**config.mk**
```make
export PLATFORM = sky130hd
export DESIGN_NAME = hilo_div_seq
export DESIGN_NICKNAME = d
export VERILOG_FILES = /design/src/rtl/hilo_div_seq.sv
export SDC_FILE = /design/constraint.sdc
export NUM_CORES = 1
export LEC_CHECK = 0
export ABC_AREA = 1
export CAP_MARGIN = 10
export CORE_MARGIN = 5
export CORE_UTILIZATION = 30
export DETAILED_ROUTE_END_ITERATION = 16
export GPL_ROUTABILITY_DRIVEN = 0
export SETUP_SLACK_MARGIN = 0.4
export SLEW_MARGIN = 20
export SYNTH_ARGS = -nofsm -noshare
export SYNTH_HDL_FRONTEND = slang
export SYNTH_SLANG_ARGS = --single-unit
```
**constraint.sdc**
```tcl
create_clock -name clk -period 5.5 [get_ports clk]
set_input_delay 0.825 -clock clk [delete_from_list [all_inputs] [get_ports clk]]
set_output_delay 0.825 -clock clk [all_outputs]
set_load 0.01 [all_outputs]
```
**src/rtl/hilo_div_seq.sv**
```systemverilog
// Sequential 32/32 divider for the MDU HI/LO pair.
// Restoring radix-2, one quotient bit per cycle.
module hilo_div_seq (
  input  logic        clk,
  input  logic        resetn,
  input  logic        start,
  input  logic        signed_div,
  input  logic [31:0] a,
  input  logic [31:0] b,
  input  logic        flush,
  output logic        stall,
  output logic        done,
  output logic [63:0] result
);

  typedef enum logic [1:0] {
    IDLE,
    ZERO,
    RUN,
    DONE
  } state_t;

  state_t      state;
  logic [5:0]  cnt;
  logic [31:0] a_q;
  logic [31:0] dvd_q;
  logic [31:0] dvs_q;
  logic [31:0] rem_q;
  logic        neg_q;
  logic        neg_r;

  logic [31:0] abs_a;
  logic [31:0] abs_b;
  logic [32:0] rem_sh;
  logic        q_bit;
  logic [31:0] rem_nxt;
  logic [31:0] quo_nxt;
  logic [31:0] q_fix;
  logic [31:0] r_fix;
  logic        is_idle;
  logic        busy;

  // Operand magnitudes; unsigned operands pass through untouched.
  always_comb begin
    abs_a = a;
    abs_b = b;
    if (signed_div && a[31]) begin
      abs_a = ~a + 32'd1;
    end
    if (signed_div && b[31]) begin
      abs_b = ~b + 32'd1;
    end
  end

  // One restoring step plus final sign fix-up of the step's outputs.
  always_comb begin
    rem_sh  = {rem_q, dvd_q[31]};
    q_bit   = (rem_sh >= {1'b0, dvs_q});
    rem_nxt = rem_sh[31:0];
    if (q_bit) begin
      rem_nxt = rem_sh[31:0] - dvs_q;
    end
    quo_nxt = {dvd_q[30:0], q_bit};
    q_fix   = quo_nxt;
    r_fix   = rem_nxt;
    if (neg_q) begin
      q_fix = ~quo_nxt + 32'd1;
    end
    if (neg_r) begin
      r_fix = ~rem_nxt + 32'd1;
    end
  end

  assign is_idle = (state == IDLE);
  assign busy    = (state == RUN) || (state == ZERO);

  // Pipeline hold: accepted request, running, or divide-by-zero.
  always_comb begin
    stall = 1'b0;
    if (resetn) begin
      stall = busy || (is_idle && start && !flush);
    end
  end

  // Control FSM and datapath registers; flush wins over everything but reset.
  always_ff @(posedge clk) begin
    if (!resetn) begin
      state  <= IDLE;
      cnt    <= 6'd0;
      a_q    <= 32'd0;
      dvd_q  <= 32'd0;
      dvs_q  <= 32'd0;
      rem_q  <= 32'd0;
      neg_q  <= 1'b0;
      neg_r  <= 1'b0;
      result <= 64'd0;
      done   <= 1'b0;
    end else begin
      done <= 1'b0;
      if (flush) begin
        state <= IDLE;
      end else begin
        unique case (state)
          IDLE: begin
            if (start) begin
              a_q   <= a;
              dvd_q <= abs_a;
              dvs_q <= abs_b;
              rem_q <= 32'd0;
              cnt   <= 6'd0;
              neg_q <= signed_div && (a[31] ^ b[31]);
              neg_r <= signed_div && a[31];
              state <= (b == 32'd0) ? ZERO : RUN;
            end
          end
          ZERO: begin
            result <= {a_q, 32'hFFFF_FFFF};
            done   <= 1'b1;
            state  <= DONE;
          end
          RUN: begin
            rem_q <= rem_nxt;
            dvd_q <= quo_nxt;
            cnt   <= cnt + 6'd1;
            if (cnt == 6'd31) begin
              result <= {r_fix, q_fix};
              done   <= 1'b1;
              state  <= DONE;
            end
          end
          DONE: begin
            state <= IDLE;
          end
          default: begin
            state <= IDLE;
          end
        endcase
      end
    end
  end

endmodule

```
==> impl_metrics.tcl, run 1 <==
set metrics [dict create \
    status "completed" \
    postSynthAreaPerCell_um2 6.05 \
    worst_path_max_delay_cell "ha_1" \
    die_h_um 227 \
    syn_nets 2442 \
    synth_cells 2332 \
    slew_headroom_pct 27.5 \
    grtUsageTotal_pct 18.6 \
    cts.clk_slew.worst_paths_ns 0.06 \
    syn2layout_area_growth_pct 18.9 \
    power.leakage_nw 7.39 \
    cts_buffers 25 \
    reg2reg_slack_ns 1.13 \
    drive_above_1_share_pct 5.07 \
    die_w_um 227 \
    cts-root-buf "clkbuf_16" \
    finalSetupTns_ns 0 \
    row_count 79 \
    end_kind "flop" \
    pin_count 135 \
    cp.arrival_ns 4.84 \
    critical_path_class "flop to flop" \
    die-area_um2 51500 \
    yosysTopAreaCell "dfxtp_1" \
    startpoint_type "flop" \
    ys_seq_elements 203 \
    synth_area_um2 14100 \
    port_buffers 134 \
    power.density_nw_per_um2 259 \
    clkLatencyLatePin_ns 0.55 \
    synth.area.top_cells "dfxtp_1 29%, nand2_1 18%, a21oi_1 8.4%" \
    wl_per_cell_um 16.4 \
    grt-ovfl-total 0 \
    fmax_mhz 229 \
    drt_first_pass_iters 6 \
    yosys_warnings 0 \
    avgViaCountPerCell 5.11 \
    core-area_um2 46600 \
    slowest_delay_ns 0.43 \
    crit_required_ns 5.98 \
    synth.distinct_cells 49 \
    post-synth-top-area-fraction_pct 28.8 \
    slew_viol_final 0 \
    antenna_found_initial 3 \
    hold_violations 0 \
    min_period_over_period_pct 79.4 \
    worstMarginPinSlew_ns 1.09 \
    critical_path.max_fanout 6 \
    setup_viol 0 \
    cts_resized 0 \
    grt_pass1_vias 14400 \
    cts_setup_buffers 0 \
    path_cells "inv_1 -> ha_1 -> a21oi_2 -> o21ai_0 -> a21oi_1 -> nand3_1 -> a21oi_2 -> ha_1 -> nand3_1 -> nor3_1 -> nand3_1 -> nor3_1 -> nand2_1 -> nand2_1 -> o21ai_0 -> a21oi_1 -> o21ai_0 -> a31oi_1 -> o31ai_1 -> a21oi_1" \
    post-dp-hpwl_um 38100 \
    first_iter_violations 1564 \
    synth_edf_count 0 \
    rsz0062_at_grt "no" \
    h-tree-depth 1 \
    cts_sinks 203 \
    wl_um 49800 \
    irDropWorstVdd_mv 0.181 \
    maxCapViolCount 0 \
    synthFlopType "dfxtp_1" \
    ys_async_sr_fraction_pct 0 \
    clockBufferDepth 3 \
    cts_tree "done" \
    nets 2518 \
    drc 0 \
    p_total_mw 4.35 \
    ys_seq_area_share_pct 28.8 \
    skew_ns 0.0177 \
    holdBufCountCts 0 \
    hold_path.class "flop to flop" \
    grt_pass1_wl_um 77600 \
    initial_core_util_pct 30.3 \
    num_vias 15500 \
    drtAntennaViolNets 0 \
    layout_min_cycle_time_ns 4.37 \
    grt_max_degree 106 \
]
## cell type report
| type | count | area [µm²] |
|---|---|---|
| antenna | 1 | 2.50 |
| clock buffer | 32 | 672 |
| clock inverter | 13 | 160 |
| fill | 5057 | 29800 |
| inverter | 283 | 1070 |
| multi-input combinational | 1745 | 8590 |
| sequential | 203 | 4060 |
| tap | 607 | 759 |
| timing repair buffer | 150 | 1460 |
## cell usage after synthesis (5+ instances only)
cell	instances
nand2_1	682
inv_1	273
a21oi_1	238
nor2_1	234
dfxtp_1	203
o21ai_0	140
nand3_1	128
clkbuf_1	85
xor2_1	50
ha_1	40
nor3_1	36
nand4_1	27
nand2_2	19
o211ai_1	19
a31oi_1	18
o221ai_1	16
o31ai_1	13
nor2_2	12
xnor2_1	11
nand3b_1	9
buf_1	8
inv_2	8
nor4_1	7
o21ai_2	5
## flip-flops by register name, summed over array words and instances, names as in the netlist
name / cells
done: 1
dvd_q: 32
dvs_q: 32
cnt: 6
result: 64
neg_q: 1
a_q: 32
state: 2
rem_q: 32
neg_r: 1
## where the power goes
part | switching, mW | internal [mW] | leakage [nW]
sequential | 0.0558 | 1.54 | 1.65
clock | 0.673 | 1.01 | 0.408
combinational | 0.715 | 0.353 | 5.33
total | 1.44 | 2.90 | 7.39
## through the flow
step                setup slack (ns)  instances  instance area, µm²  util (%)  hold slack (ns)
finish                          1.13       3034               16800      36.0            0.461
global route                   0.703       3034               16800      36.0            0.480
CTS                             1.17       3033               16800      36.0            0.464
detailed placement              1.20       2988               15900      34.2            0.454
global placement                1.29       2988               15900      34.2            0.453
floorplan                       1.82       2332               14100         -            0.445
## cells by family (layout without fill, tap and decap cells)
family,Yosys count,after routing,synth area share [%]
compound gates,474,474,18.5
xor+xnor,61,61,3.79
fa+ha+maj,41,41,3.69
buf+inv,384,478,10.5
flops,203,203,28.8
other cells,0,1,0
simple gates,1169,1169,34.6
## final timing paths
| check | from | endpoint | cells past startpoint |
|---|---|---|---|
| worst max-delay path | dvs_q[30] | result[30] | 20 |
| worst min register to register | result[25] | result[25] | 2 |
| worst min-delay path | result[25] | result[25] | 2 |
| worst max register to register | dvs_q[30] | result[30] | 20 |
## cells in the final DEF, fill, tap and decap left out, types with 3 or more instances in the layout
cell type,Yosys,layout
nand3_2,3,3
ha_1,40,39
and3_1,3,3
bufinv_16,0,3
inv_2,8,9
clkbuf_1,85,5
nand3_1,128,128
clkbuf_16,0,25
o211ai_1,19,19
nor4_1,7,7
nand4_1,27,27
inv_1,273,272
a31oi_1,18,18
o21ai_2,5,5
clkdlybuf4s50_1,0,133
clkinv_2,1,8
a21o_1,3,3
a21oi_1,238,238
o21ai_0,140,140
nor2_2,12,13
nor3_1,36,34
o221ai_1,16,16
o31ai_1,13,13
buf_4,2,16
xnor2_1,11,11
o21bai_1,3,3
a211oi_1,4,4
nand3b_1,9,9
nand2_2,19,19
or2_2,4,4
dfxtp_1,203,203
nand2_1,682,682
nor2_1,234,232
xor2_1,50,50
a21oi_2,3,3
o21ai_1,4,4
## per-layer routing
| layer | up-vias | share of wire, % | GRT usage, % |
|---|---|---|---|
| li1 | 7724 | - | - |
| met1 | 7101 | 46 | 26.7 |
| met2 | 578 | 43 | 28.7 |
| met3 | 93 | 7.4 | 2.67 |
| met4 | 2 | 3.1 | 5.74 |
| met5 | - | 0.022 | 0 |
## worst max-delay path: cells and delay by family (launching register included)
kind                       cells  cell delay (ns)
adders and majority gates      2             0.67
buffers and inverters          1             0.05
AOI/OAI and AO/OA             10             2.00
DFF                            1             0.30
and+or+nand+nor                7             1.28
No activity file was read; power rests on OpenSTA's default activity.
==> inputs of run 2 (changes only) <==
clock period = 4.24 ns   (was 5.5 ns; I/O delays follow)
==> impl_metrics.tcl, run 2 (synthesis results as in run 1) <==
set metrics [dict create \
    irDropWorstVdd_mv 0.224 \
    drive_above_1_share_pct 9.02 \
    die_w_um 227 \
    h-tree-depth 1 \
    layout_min_cycle_time_ns 3.72 \
    startpoint_type "flop" \
    antenna_found_initial 0 \
    drt_first_pass_iters 8 \
    hold_start "result[11]" \
    die-area_um2 51500 \
    status "completed" \
    grtUsageTotal_pct 18.6 \
    cp-startpoint "rem_q[7]" \
    cts-root-buf "clkbuf_16" \
    rsz0062_at_grt "yes" \
    setup_viol 0 \
    cts_buffers 25 \
    nFillCells 4956 \
    grt_pass1_vias 14300 \
    max_flop_register "result" \
    slew_viol_final 0 \
    grt_pass1_wl_um 77800 \
    wl_um 50700 \
    cp_common_cell "nand2_1" \
    core-area_um2 46600 \
    row_count 79 \
    hold_violations 0 \
    grt-ovfl-total 0 \
    pin_count 135 \
    die_h_um 227 \
    first_iter_violations 1433 \
    initial_core_util_pct 30.3 \
    avgViaCountPerCell 5.12 \
    layout_common_cells "662 x nand2_1, 269 x inv_1, 235 x a21oi_1, 227 x nor2_1, 190 x dfxtp_1" \
    post-dp-hpwl_um 38100 \
    holdBufCountCts 0 \
    timing.rr.start "rem_q[7]" \
    cts_tree "done" \
    num_antenna_cells 0 \
    min_period_over_period_pct 87.8 \
    clockBufferDepth 3 \
    clkLatencyLatePin_ns 0.55 \
    crit_required_ns 4.72 \
    worstRegToRegCells 24 \
    critical_path.max_fanout 4 \
    port_buffers 134 \
    cts_sinks 203 \
    drc 0 \
    worst_hold_slack_ns 0.464 \
    grt_max_degree 106 \
    reg2reg_slack_ns 0.52 \
    holdPathEnd "result[11]" \
    worstMarginPinSlew_ns 1.02 \
    end_kind "flop" \
    path_cells "ha_4 -> nand2_1 -> nand2_1 -> inv_1 -> nand2_1 -> inv_1 -> nand3_2 -> nand2_2 -> nand2_4 -> a21oi_4 -> ha_4 -> nand3_4 -> nor3_4 -> nand3_2 -> nor3_4 -> nand2_2 -> nand2_4 -> o21ai_4 -> a21oi_2 -> buf_4 -> nand2_1 -> a31oi_1 -> o31ai_2 -> a21oi_1" \
    skew_ns 0.0144 \
    slowest_delay_ns 0.42 \
    final_common_cell "nand2_1" \
    slew_headroom_pct 31.7 \
    cp.arrival_ns 4.20 \
    hold_depth 2 \
    critical_path_class "flop to flop" \
    timing.rr.end "result[28]" \
    power.leakage_nw 7.52 \
    drtAntennaViolNets 0 \
    maxCapViolCount 0 \
    num_vias 15600 \
    cts.clk_slew.worst_paths_ns 0.06 \
    power.density_nw_per_um2 336 \
    nets 2532 \
    final_core_util_pct 37.4 \
    wl_per_cell_um 16.7 \
    fmax_mhz 268 \
    worst_path_max_delay_cell "dfxtp_1" \
    largest_reg_flops 64 \
    hold_path.class "flop to flop" \
    syn2layout_area_growth_pct 23.4 \
]
run 2: worst max path at each step:
stage	end	slack [ns]	cells past startpoint
after floorplan	result[30]	0.56	24
after global placement	result[28]	0.14	24
after detailed placement	result[28]	-0.003	21
after CTS	result[28]	0.43	24
after global routing	result[28]	0.29	23
final	result[28]	0.52	24
run 2: critical path: cells and delay by family (launching register included):
kind | cells | cell delay (ns)
DFF | 1 | 0.42
AOI/OAI and AO/OA | 6 | 0.97
buffers and inverters | 3 | 0.29
and+or+nand+nor | 13 | 1.53
adders and majority gates | 2 | 0.46
run 2: through the flow:
stage	setup TNS (ns)	cell area [µm²]	std cells	power, mW	setup slack, ns
2_1_floorplan	0	14100	2332	3.02	0.562
3_3_place_gp	0	16000	2998	3.47	0.145
3_5_place_dp	-0.00312	16000	2998	3.49	-0.00312
4_1_cts	0	16900	3041	5.77	0.431
5_1_grt	0	17400	3045	6.13	0.292
6_report	0	17400	3045	5.85	0.515
run 2: routing by layer:
metal | global-route usage [%] | part of all wire (%) | vias up
li1 | - | - | 7746
met1 | 26.7 | 46 | 7219
met2 | 29.2 | 44 | 553
met3 | 2.85 | 7.0 | 74
met4 | 5.12 | 2.3 | 0
met5 | 0 | 0 | -
run 2: final cells by class:
type	count	area, µm²	area share [%]
flip-flops and latches	203	4080	23.4
clock inverters	8	133	0.762
repair buffers	164	1580	9.06
inverters	283	1070	6.12
multi-input cells	1745	9060	52.0
clock buffers	35	733	4.21
well taps	607	759	4.36
run 2: what timing repair did:
action                     4_1_cts  5_1_grt
setup endpoints to repair        6       17
resized for setup                6       97
setup buffers                    0        4
pin swaps                        0       16
run 2: report_power, final:
part           switching, mW  internal, mW  leakage (nW)  total [mW]
sequential            0.0768          2.00          1.66        2.08
combinational          0.962         0.516          5.43        1.48
clock                  0.903          1.39         0.426        2.29
